[config.mk]
export PLATFORM = sky130hd
export DESIGN_NAME = adc_frame_sequencer_flat
export DESIGN_NICKNAME = d
export VERILOG_FILES = /design/src/rtl/adc_frame_sequencer_if.sv /design/src/rtl/adc_frame_sequencer.sv /design/src/flat_wrapper.sv
export SDC_FILE = /design/constraint.sdc
export NUM_CORES = 1
export LEC_CHECK = 0
export BUFFER_PORTS_ARGS = -buffer_cell sky130_fd_sc_hd__buf_2
export CORE_MARGIN = 2
export CORE_UTILIZATION = 40
export CTS_CLUSTER_DIAMETER = 150
export DETAILED_ROUTE_END_ITERATION = 6
export PLACE_DENSITY = 0.6
export SLEW_MARGIN = 20
export SYNTH_ARGS = -nofsm -noshare
export SYNTH_HDL_FRONTEND = slang
export SYNTH_SLANG_ARGS = --single-unit
[constraint.sdc]
create_clock -name clk -period 5.06 [get_ports clk]
set_input_delay 0.253 -clock clk [delete_from_list [all_inputs] [get_ports clk]]
set_output_delay 0.253 -clock clk [all_outputs]
set_load 0.05 [all_outputs]
[src/rtl/adc_frame_sequencer_if.sv]
// adc_frame_sequencer_if
// Byte stream towards the host link: packet bytes with valid/ready
// handshake and an end-of-packet marker.
interface adc_frame_sequencer_if;
  logic [7:0] m_data;
  logic       m_valid;
  logic       m_ready;
  logic       m_last;

  modport master (output m_data, output m_valid, output m_last, input m_ready);
  modport slave  (input m_data, input m_valid, input m_last, output m_ready);
endinterface

[src/rtl/adc_frame_sequencer.sv]
// adc_frame_sequencer
// Runs the shared integrating-ADC counter for a number of 311-cycle frames,
// tracks the counter's phase locally, drops the stale first readout window
// and streams framed packets (0xA5, frame index, 128 samples) out of a FIFO.
module adc_frame_sequencer #(
  parameter int NUM_CH     = 128,
  parameter int FRAME_LEN  = 311,
  parameter int FIFO_DEPTH = 32
) (
  input  logic                         clk,
  input  logic                         reset,
  input  logic                         start,
  input  logic                         stop,
  input  logic [15:0]                  num_frames,
  input  logic                         debug_cfg,
  output logic                         adc_enable,
  output logic                         adc_debug_mux,
  input  logic [7:0]                   adc_data,
  input  logic                         adc_update,
  adc_frame_sequencer_if.master        m_if,
  output logic                         busy,
  output logic [15:0]                  frames_done,
  output logic                         overflow,
  output logic                         sync_err
);

  localparam int PW = $clog2(FRAME_LEN);
  localparam int AW = $clog2(FIFO_DEPTH);
  localparam int CW = AW + 1;
  localparam logic [PW-1:0] P_LAST    = PW'(FRAME_LEN - 1);
  localparam logic [PW-1:0] P_DECIDE  = PW'(FRAME_LEN - 2);
  localparam logic [PW-1:0] P_CH_LAST = PW'(NUM_CH);
  localparam logic [CW-1:0] DEPTH_C   = CW'(FIFO_DEPTH);
  localparam logic [7:0]    HEADER    = 8'hA5;

  typedef enum logic [1:0] {IDLE, RUN, FINISH} state_t;

  state_t        state;
  state_t        state_nxt;
  logic [PW-1:0] p;
  logic [16:0]   fc;
  logic [15:0]   nf_q;
  logic          stop_pending;
  logic          start_ok;
  logic          end_now;
  logic          window;
  logic          push_valid;
  logic [7:0]    push_data;
  logic          push_last;
  logic          pop;
  logic          full_block;
  logic          accept;
  logic [8:0]    mem [FIFO_DEPTH];
  logic [AW-1:0] wr_ptr;
  logic [AW-1:0] rd_ptr;
  logic [CW-1:0] count;

  // Readout window: counter phases 1..NUM_CH carry channel p-1.
  assign window = adc_enable && (p != '0) && (p <= P_CH_LAST);

  // Sequencer state register.
  always_ff @(posedge clk or posedge reset) begin
    if (reset) state <= IDLE;
    else       state <= state_nxt;
  end

  // Next state; the run-end decision is taken one cycle before the frame
  // wraps so that enable can drop exactly on the 310->0 edge.
  always_comb begin
    state_nxt = state;
    start_ok  = 1'b0;
    end_now   = 1'b0;
    case (state)
      IDLE: begin
        if (start && !busy) begin
          start_ok  = 1'b1;
          state_nxt = RUN;
        end
      end
      RUN: begin
        if (p == P_DECIDE) begin
          end_now = stop_pending || stop ||
                    ((nf_q != 16'd0) && (fc == ({1'b0, nf_q} + 17'd1)));
          if (end_now) state_nxt = FINISH;
        end
      end
      FINISH: begin
        if (p == P_LAST) state_nxt = IDLE;
      end
      default: state_nxt = IDLE;
    endcase
  end

  // Phase/frame counters mirroring the ADC counter, plus run configuration.
  // fc is 1 during the first enabled frame and saturates in long continuous runs.
  always_ff @(posedge clk or posedge reset) begin
    if (reset) begin
      adc_enable    <= 1'b0;
      adc_debug_mux <= 1'b0;
      p             <= '0;
      fc            <= '0;
      nf_q          <= '0;
      stop_pending  <= 1'b0;
    end else if (start_ok) begin
      adc_enable    <= 1'b1;
      adc_debug_mux <= debug_cfg;
      p             <= '0;
      fc            <= 17'd1;
      nf_q          <= num_frames;
      stop_pending  <= 1'b0;
    end else begin
      if (state == FINISH && p == P_LAST) begin
        adc_enable <= 1'b0;
        p          <= '0;
      end else if (adc_enable) begin
        if (p == P_LAST) begin
          p <= '0;
          if (fc != '1) fc <= fc + 17'd1;
        end else begin
          p <= p + PW'(1);
        end
      end
      if (state == RUN && stop) stop_pending <= 1'b1;
    end
  end

  // Select what (if anything) enters the FIFO this cycle: a sample from a
  // non-stale window, the header, or the frame index byte.
  always_comb begin
    push_valid = 1'b0;
    push_data  = 8'h00;
    push_last  = 1'b0;
    if (window && fc >= 17'd2) begin
      push_valid = 1'b1;
      push_data  = adc_data;
      push_last  = (p == P_CH_LAST);
    end else if (state == RUN && p == P_DECIDE && !end_now && fc >= 17'd1) begin
      push_valid = 1'b1;
      push_data  = HEADER;
    end else if (state == RUN && p == P_LAST && fc >= 17'd1) begin
      push_valid = 1'b1;
      push_data  = frames_done[7:0];
    end
  end

  // A pop frees a slot before the push is judged, so full+pop+push succeeds.
  assign pop        = m_if.m_valid && m_if.m_ready;
  assign full_block = (count == DEPTH_C) && !pop;
  assign accept     = push_valid && !full_block;

  // FIFO pointers and occupancy.
  always_ff @(posedge clk or posedge reset) begin
    if (reset) begin
      wr_ptr <= '0;
      rd_ptr <= '0;
      count  <= '0;
    end else begin
      if (accept) wr_ptr <= wr_ptr + AW'(1);
      if (pop)    rd_ptr <= rd_ptr + AW'(1);
      count <= count + CW'(accept) - CW'(pop);
    end
  end

  // FIFO storage; contents need no reset because occupancy gates the output.
  always_ff @(posedge clk) begin
    if (accept) mem[wr_ptr] <= {push_last, push_data};
  end

  assign m_if.m_valid = (count != '0);
  assign m_if.m_data  = m_if.m_valid ? mem[rd_ptr][7:0] : 8'h00;
  assign m_if.m_last  = m_if.m_valid && mem[rd_ptr][8];

  // Run status: busy tracks the upcoming state so it rises right after start,
  // and the sticky error flags clear only when a new run begins.
  always_ff @(posedge clk or posedge reset) begin
    if (reset) begin
      busy        <= 1'b0;
      frames_done <= '0;
      overflow    <= 1'b0;
      sync_err    <= 1'b0;
    end else begin
      busy <= (state_nxt != IDLE) || (count != '0);
      if (start_ok) begin
        frames_done <= '0;
        overflow    <= 1'b0;
        sync_err    <= 1'b0;
      end else begin
        if (push_valid && push_last) frames_done <= frames_done + 16'd1;
        if (push_valid && full_block) overflow <= 1'b1;
        if (window && !adc_update) sync_err <= 1'b1;
      end
    end
  end

endmodule

[src/flat_wrapper.sv]
// flat-port wrapper written by rule: the top's interface ports become plain ports
module adc_frame_sequencer_flat 
#(
  parameter int NUM_CH     = 128,
  parameter int FRAME_LEN  = 311,
  parameter int FIFO_DEPTH = 32
)
  (clk, reset, start, stop, num_frames, debug_cfg, adc_enable, adc_debug_mux, adc_data, adc_update, busy, frames_done, overflow, sync_err, m_if_m_data, m_if_m_valid, m_if_m_last, m_if_m_ready);
  adc_frame_sequencer_if m_if_i ();
  input  logic clk;
  input  logic reset;
  input  logic start;
  input  logic stop;
  input  logic [15:0] num_frames;
  input  logic debug_cfg;
  output logic adc_enable;
  output logic adc_debug_mux;
  input  logic [7:0] adc_data;
  input  logic adc_update;
  output logic busy;
  output logic [15:0] frames_done;
  output logic overflow;
  output logic sync_err;
  output wire logic [$bits(m_if_i.m_data)-1:0] m_if_m_data;
  output wire logic [$bits(m_if_i.m_valid)-1:0] m_if_m_valid;
  output wire logic [$bits(m_if_i.m_last)-1:0] m_if_m_last;
  input wire logic [$bits(m_if_i.m_ready)-1:0] m_if_m_ready;
  assign m_if_m_data = m_if_i.m_data;
  assign m_if_m_valid = m_if_i.m_valid;
  assign m_if_m_last = m_if_i.m_last;
  assign m_if_i.m_ready = m_if_m_ready;
  adc_frame_sequencer #(.NUM_CH(NUM_CH), .FRAME_LEN(FRAME_LEN), .FIFO_DEPTH(FIFO_DEPTH)) u_core (.clk(clk), .reset(reset), .start(start), .stop(stop), .num_frames(num_frames), .debug_cfg(debug_cfg), .adc_enable(adc_enable), .adc_debug_mux(adc_debug_mux), .adc_data(adc_data), .adc_update(adc_update), .m_if(m_if_i), .busy(busy), .frames_done(frames_done), .overflow(overflow), .sync_err(sync_err));
endmodule
==> flow_metrics.tcl, run 1 <==
set metrics [dict create \
    status "completed" \
    ant_nets 0 \
    hold_start "stop" \
    cp_max_fo 22 \
    syn_area_um2 16100 \
    num_io_pins 62 \
    die_h_um 204 \
    slowest_stage "or3b_2" \
    drt-initial-drc-count 738 \
    crit_path_cell_trace "ha_1, xor2_1, or3b_2, a22oi_1, o2111ai_1, nor4_4, a21oi_2, mux2_2, ha_1, fa_1, a21oi_1, nor2_1, nor2_1, xnor2_1" \
    rsz0062_at_grt "false" \
    routabilityCongestion 0.814 \
    grt_pass1_vias 9219 \
    dr_total_vias 9014 \
    dieArea_um2 41800 \
    clk_latency_ps 540 \
    track_usage_pct 17.6 \
    vias_per_cell 5.41 \
    p_per_area_nw_per_um2 589 \
    cts_made_buffers 40 \
    crit_type "flop to flop" \
    fin_crit_ps 4160 \
    synth_async_sr_flop_share_pct 22.2 \
    critPathMaxStageDelay_ps 490 \
    synth_edf_count 288 \
    dpl.hpwl_um 22700 \
    antenna_found_initial 0 \
    critPathLaunchType "flop" \
    core_um2 39700 \
    avgSynthCellArea_um2 15.9 \
    worstHoldPathType "input pin to flop" \
    r2r_start "u_core.nf_q[0]$_DFFE_PP0P_" \
    nets 1167 \
    crit_required_ps 5500 \
    io_buffers 61 \
    netlist.area_leader.share_pct 53.8 \
    synth.area.top_cells "edfxtp_1 (54%), dfrtp_1 (13%), mux4_2 (13%)" \
    seq_area_frac_synth_pct 66.6 \
    critical_path_arrival_ps 4600 \
    yosys.area.top_type "edfxtp_1" \
    fmax_mhz 240 \
    p_leak_nw 6.64 \
    tns_ps 0 \
    avgRoutedWirePerCell_um 21.5 \
    finalCritPeriodShare_pct 82.3 \
    vdd_drop_max_mv 0.400 \
    syn-num-nets 1066 \
    path_buf_inv 0 \
    slew_viol_final 0 \
    startpoint "u_core.nf_q[0]$_DFFE_PP0P_" \
    worst_pin_slew_ps 1060 \
    cts.sinks 370 \
    slew_headroom_pct 29.0 \
    cts_root_buf "clkbuf_16" \
    ys_ff_latch 370 \
    dieWidth_um 204 \
    ys_types 66 \
    finalHoldViolCount 0 \
    layout-drive-gt1-share_pct 23.7 \
    hold-worst-slack_ps 55.7 \
    drc 0 \
    rows 73 \
    start_util_pct 40.5 \
    cts_tree "built" \
    maxCapViolCount 0 \
    ctsLongestPathBuffers 3 \
    endpoint_kind "flop" \
    yosys_warnings 0 \
    grt_pass1_wl_um 55300 \
    synthCells 1010 \
    setup_viol 0 \
    cts.clk_slew.worst_paths_ps 60 \
    dr.pass1.iters 5 \
    grt-ovfl-total 0 \
    h-tree-depth 2 \
    grt_start_max_net_pins 58 \
    ys.flop_type "edfxtp_1" \
    skew_ps 29.2 \
    cts_resized 0 \
    area_growth_pct 15.9 \
    critical-path-top-delay-family "adder cells" \
    diodes 0 \
    drt_wl_total_um 35800 \
]
-- path summary, 6_finish.rpt --
check,to,slack [ps],cells past startpoint
max,u_core.count[4]$_DFF_PP0_,900,14
min,u_core.stop_pending$_DFFE_PP0P_,60,2
max reg2reg,u_core.count[4]$_DFF_PP0_,900,14
min reg2reg,u_core.adc_debug_mux$_DFFE_PP0P_,480,2
max in group asynchronous,u_core.rd_ptr[0]$_DFFE_PP0P_,3650,4
min in group asynchronous,u_core.overflow$_DFFE_PP0P_,250,3
-- flip-flops by register name (all words and copies together), names as in the netlist, 2 cells and up --
name	cells
u_core.state	2
u_core.count	6
u_core.fc	17
u_core.mem	288
u_core.nf_q	16
u_core.frames_done	16
u_core.rd_ptr	5
u_core.p	9
u_core.wr_ptr	5
-- per-stage QoR --
step | setup WS [ps] | instances | power, mW | utilization (%) | area, µm²
4_1_cts | 949 | 1665 | 11.1 | 46.9 | 18600
6_report | 896 | 1665 | 11.0 | 46.9 | 18600
3_3_place_gp | 1080 | 1576 | 8.11 | 43.1 | 17100
3_5_place_dp | 977 | 1576 | 8.18 | 43.1 | 17100
5_1_grt | 534 | 1665 | 11.5 | 46.9 | 18600
2_1_floorplan | 1390 | 1010 | 7.02 | - | 16100
-- cell type report --
class,count,area (µm²)
Clock buffer,54,1110
Clock inverter,17,203
Fill cell,3430,21100
Inverter,22,83.8
Multi-Input combinational cell,570,5150
Sequential cell,370,10700
Tap cell,525,657
Timing Repair Buffer,107,708
-- placed cells by master, fill, tap and decap left out, types with 5 or more instances in the layout --
cell type,count
clkbuf_8,6
inv_1,20
buf_2,61
a22o_1,6
nor3_1,11
nand2_1,102
ha_1,24
nor2b_1,5
and2_1,5
xnor2_1,23
mux2i_1,10
clkinv_2,5
xor2_1,34
nor4_2,6
a21oi_1,18
nand4_1,18
clkbuf_16,40
nor4b_2,6
edfxtp_1,288
o21ai_0,24
nor3b_1,5
mux4_2,90
nor2_1,66
nor4_1,6
buf_4,27
dlygate4sd3_1,18
and3_1,26
nand3_1,23
dfrtp_1,79
clkbuf_1,8
-- cell usage after synthesis, types with 3 or more instances --
library cell and instances:
nor3_1 11, clkbuf_2 3, o211ai_1 3, dfrtp_1 82, a21oi_1 18, xor2_1 34, a221o_1 4, edfxtp_1 288
nor2b_1 5, nand2b_1 4, mux4_2 90, or3_1 3, and2_1 5, and3_1 26, nor2_1 66, xnor2_1 23
a22o_1 6, ha_1 24, buf_1 9, mux2i_1 10, o21ai_0 24, nand2_1 102, o31ai_1 4, nor3b_1 5
inv_1 22, nand3_1 23, nor4b_1 8, clkbuf_1 32, nand4_1 18, nor4_1 10
-- logic make-up after synthesis --
group	share of synthesized area [%]
buf+inv	1.74
flops	66.6
fa+ha+maj	1.99
xor+xnor	3.11
compound gates	3.48
simple gates	9.81
mux	13.3
-- repair_timing --
action                    CTS  global route
hold endpoints to repair   42             0
setup buffers               0             0
hold buffers               18             0
-- layer usage --
layer	vias up	global-route usage (%)	part of all wire, %
met3	39	2.89	4.9
met1	4646	25.0	45
met5	-	0	0
met2	218	28.4	48
met4	0	4.17	1.8
li1	4111	-	-
-- power breakdown --
group          switching, mW  leakage [nW]  internal [mW]  total (mW)
clock                   1.14         0.636           1.75        2.89
combinational           2.03          2.38           1.47        3.50
sequential             0.643          3.62           3.93        4.58
total                   3.81          6.64           7.15        11.0
-- worst reg2reg max path: stages (launching register included) --
cell and delay [ps]:
dfrtp_1 460, ha_1 440, xor2_1 130, or3b_2 490, a22oi_1 240, o2111ai_1 200, nor4_4 390, a21oi_2 320
mux2_2 350, ha_1 210, fa_1 410, a21oi_1 140, nor2_1 50, nor2_1 110, xnor2_1 130
Power figures use the tool's default switching activity.
==> inputs of run 2 (changes only) <==
==> constraint.sdc (replaced) <==
create_clock -name clk -period 4.05 [get_ports clk]
set_input_delay 0.2025 -clock clk [delete_from_list [all_inputs] [get_ports clk]]
set_output_delay 0.2025 -clock clk [all_outputs]
set_load 0.05 [all_outputs]
==> flow_metrics.tcl, run 2 (same netlist as run 1, synthesis figures left out) <==
set metrics [dict create \
    setup_viol 0 \
    routabilityCongestion 0.834 \
    ctsLongestPathBuffers 3 \
    grt_start_max_net_pins 53 \
    dr_total_vias 9043 \
    dieWidth_um 204 \
    slew_headroom_pct 23.6 \
    critical_path_arrival_ps 3880 \
    nets 1174 \
    crit_type "flop to flop" \
    crit_required_ps 4210 \
    power_frac_seq_pct 41.3 \
    critPathLaunchType "flop" \
    grt-ovfl-total 0 \
    track_usage_pct 17.4 \
    area_growth_pct 16.0 \
    h-tree-depth 2 \
    critPathMaxStageDelay_ps 760 \
    rows 73 \
    top_regs "u_core.mem x288, u_core.fc x17" \
    diodes 0 \
    cts.clk_slew.worst_paths_ps 60 \
    drc 0 \
    slowest_stage "nor2_1" \
    dieArea_um2 41800 \
    dpl.hpwl_um 22700 \
    avgRoutedWirePerCell_um 21.0 \
    cts.sinks 370 \
    drt_wl_total_um 35200 \
    largest_reg_flops 288 \
    layout-drive-gt1-share_pct 24.0 \
    rsz0062_at_grt "false" \
    ant_nets 0 \
    most-common-layout-cells "edfxtp_1 (288), nand2_1 (102), mux4_2 (90)" \
    core_um2 39700 \
    grt_pass1_wl_um 55200 \
    die_h_um 204 \
    p_int_mw 8.80 \
    status "completed" \
    worstHoldPathType "input pin to flop" \
    endpoint_kind "flop" \
    cts_tree "built" \
    vdd_drop_max_mv 0.422 \
    antenna_found_initial 1 \
    p_comb_share_pct 32.7 \
    skew_ps 21.5 \
    crit_path_cell_trace "ha_2, nand2_1, a2111oi_0, o21ai_0, a21oi_1, nor4_4, buf_4, a21oi_2, buf_4, nand2_1, nor2_1" \
    io_buffers 61 \
    hold-worst-slack_ps 19.3 \
    dr.pass1.iters 5 \
    cts_root_buf "clkbuf_16" \
    fmax_mhz 269 \
    switchingPower_mw 4.82 \
    switching_share_pct 35.4 \
    worst_pin_slew_ps 1150 \
    p_per_area_nw_per_um2 730 \
    finalHoldViolCount 0 \
    tns_ps 0 \
    clk_latency_ps 550 \
    path_buf_inv 2 \
    vias_per_cell 5.41 \
    start_util_pct 40.5 \
    top_register "u_core.mem" \
    fin_crit_ps 3720 \
    layout_commonest_cell "edfxtp_1" \
    finalCritPeriodShare_pct 91.8 \
    slew_viol_final 0 \
    power_frac_clock_pct 26.0 \
    critical-path-top-delay-family "simple AND/OR/NAND/NOR gates" \
    grt_pass1_vias 9165 \
    cp_max_fo 21 \
    cts_made_buffers 40 \
    num_io_pins 62 \
    p_leak_nw 6.66 \
    drt-initial-drc-count 792 \
    maxCapViolCount 0 \
]
-- run 2: through the flow --
stage / power (mW) / instance area (µm²) / utilization, % / instances / worst slack [ps]
2_1_floorplan: 8.77 / 16100 / - / 1010 / 378
3_3_place_gp: 10.1 / 17200 / 43.2 / 1579 / 122
3_5_place_dp: 10.2 / 17200 / 43.2 / 1579 / 5.91
4_1_cts: 13.7 / 18600 / 46.9 / 1671 / 10.0
5_1_grt: 14.3 / 18600 / 46.9 / 1673 / 4.43
6_report: 13.6 / 18600 / 46.9 / 1673 / 331
-- run 2: area by class of cell --
| cell class | instances | area (µm²) |
|---|---|---|
| Clock buffer | 53 | 1080 |
| Clock inverter | 19 | 178 |
| Fill cell | 3397 | 21100 |
| Inverter | 22 | 83.8 |
| Multi-Input combinational cell | 570 | 5160 |
| Sequential cell | 370 | 10700 |
| Tap cell | 525 | 657 |
| Timing Repair Buffer | 114 | 778 |
-- run 2: worst register-to-register path, cell delays in order, from the launching register on --
cell	delay (ps)
dfrtp_1	470
ha_2	360
nand2_1	150
a2111oi_0	420
o21ai_0	130
a21oi_1	230
nor4_4	80
buf_4	160
a21oi_2	140
buf_4	240
nand2_1	200
nor2_1	760
-- run 2: worst paths after layout --
kind	from	slack, ps	end	cells past startpoint
min	adc_update	20	u_core.sync_err$_DFFE_PP0P_	4
min reg2reg	u_core.adc_debug_mux$_DFFE_PP0P_	490	u_core.adc_debug_mux$_DFFE_PP0P_	2
max reg2reg	u_core.nf_q[0]$_DFFE_PP0P_	330	u_core.mem[27][5]$_DFFE_PP_	11
max	u_core.nf_q[0]$_DFFE_PP0P_	330	u_core.mem[27][5]$_DFFE_PP_	11
max in group asynchronous	reset	2740	u_core.fc[14]$_DFFE_PP0P_	4
min in group asynchronous	reset	350	u_core.busy$_DFF_PP0_	3
-- run 2: power groups by stage --
stage,Combinational (mW),Sequential [mW],Clock [mW]
floorplan,3.34,5.42,0
global placement,4.44,5.69,0
detailed placement,4.48,5.71,0
CTS,4.51,5.64,3.60
global route,4.81,5.73,3.76
finish,4.45,5.63,3.54
-- run 2: metal layers --
layer | share of wire [%] | routed length, µm | track usage, %
met5 | 0.031 | 11 | 0
met1 | 45 | 15800 | 24.5
met2 | 48 | 16900 | 27.7
met3 | 5.0 | 1770 | 3.44
met4 | 2.0 | 699 | 4.55
-- run 2: repair_timing --
action / 4_1_cts / 5_1_grt
pin swaps: 0 / 1
buffers inserted: 0 / 2
resized for setup: 1 / 2
cloned: 0 / 0
hold endpoints to repair: 67 / 0
hold buffers: 20 / 0
setup endpoints to repair: 15 / 50
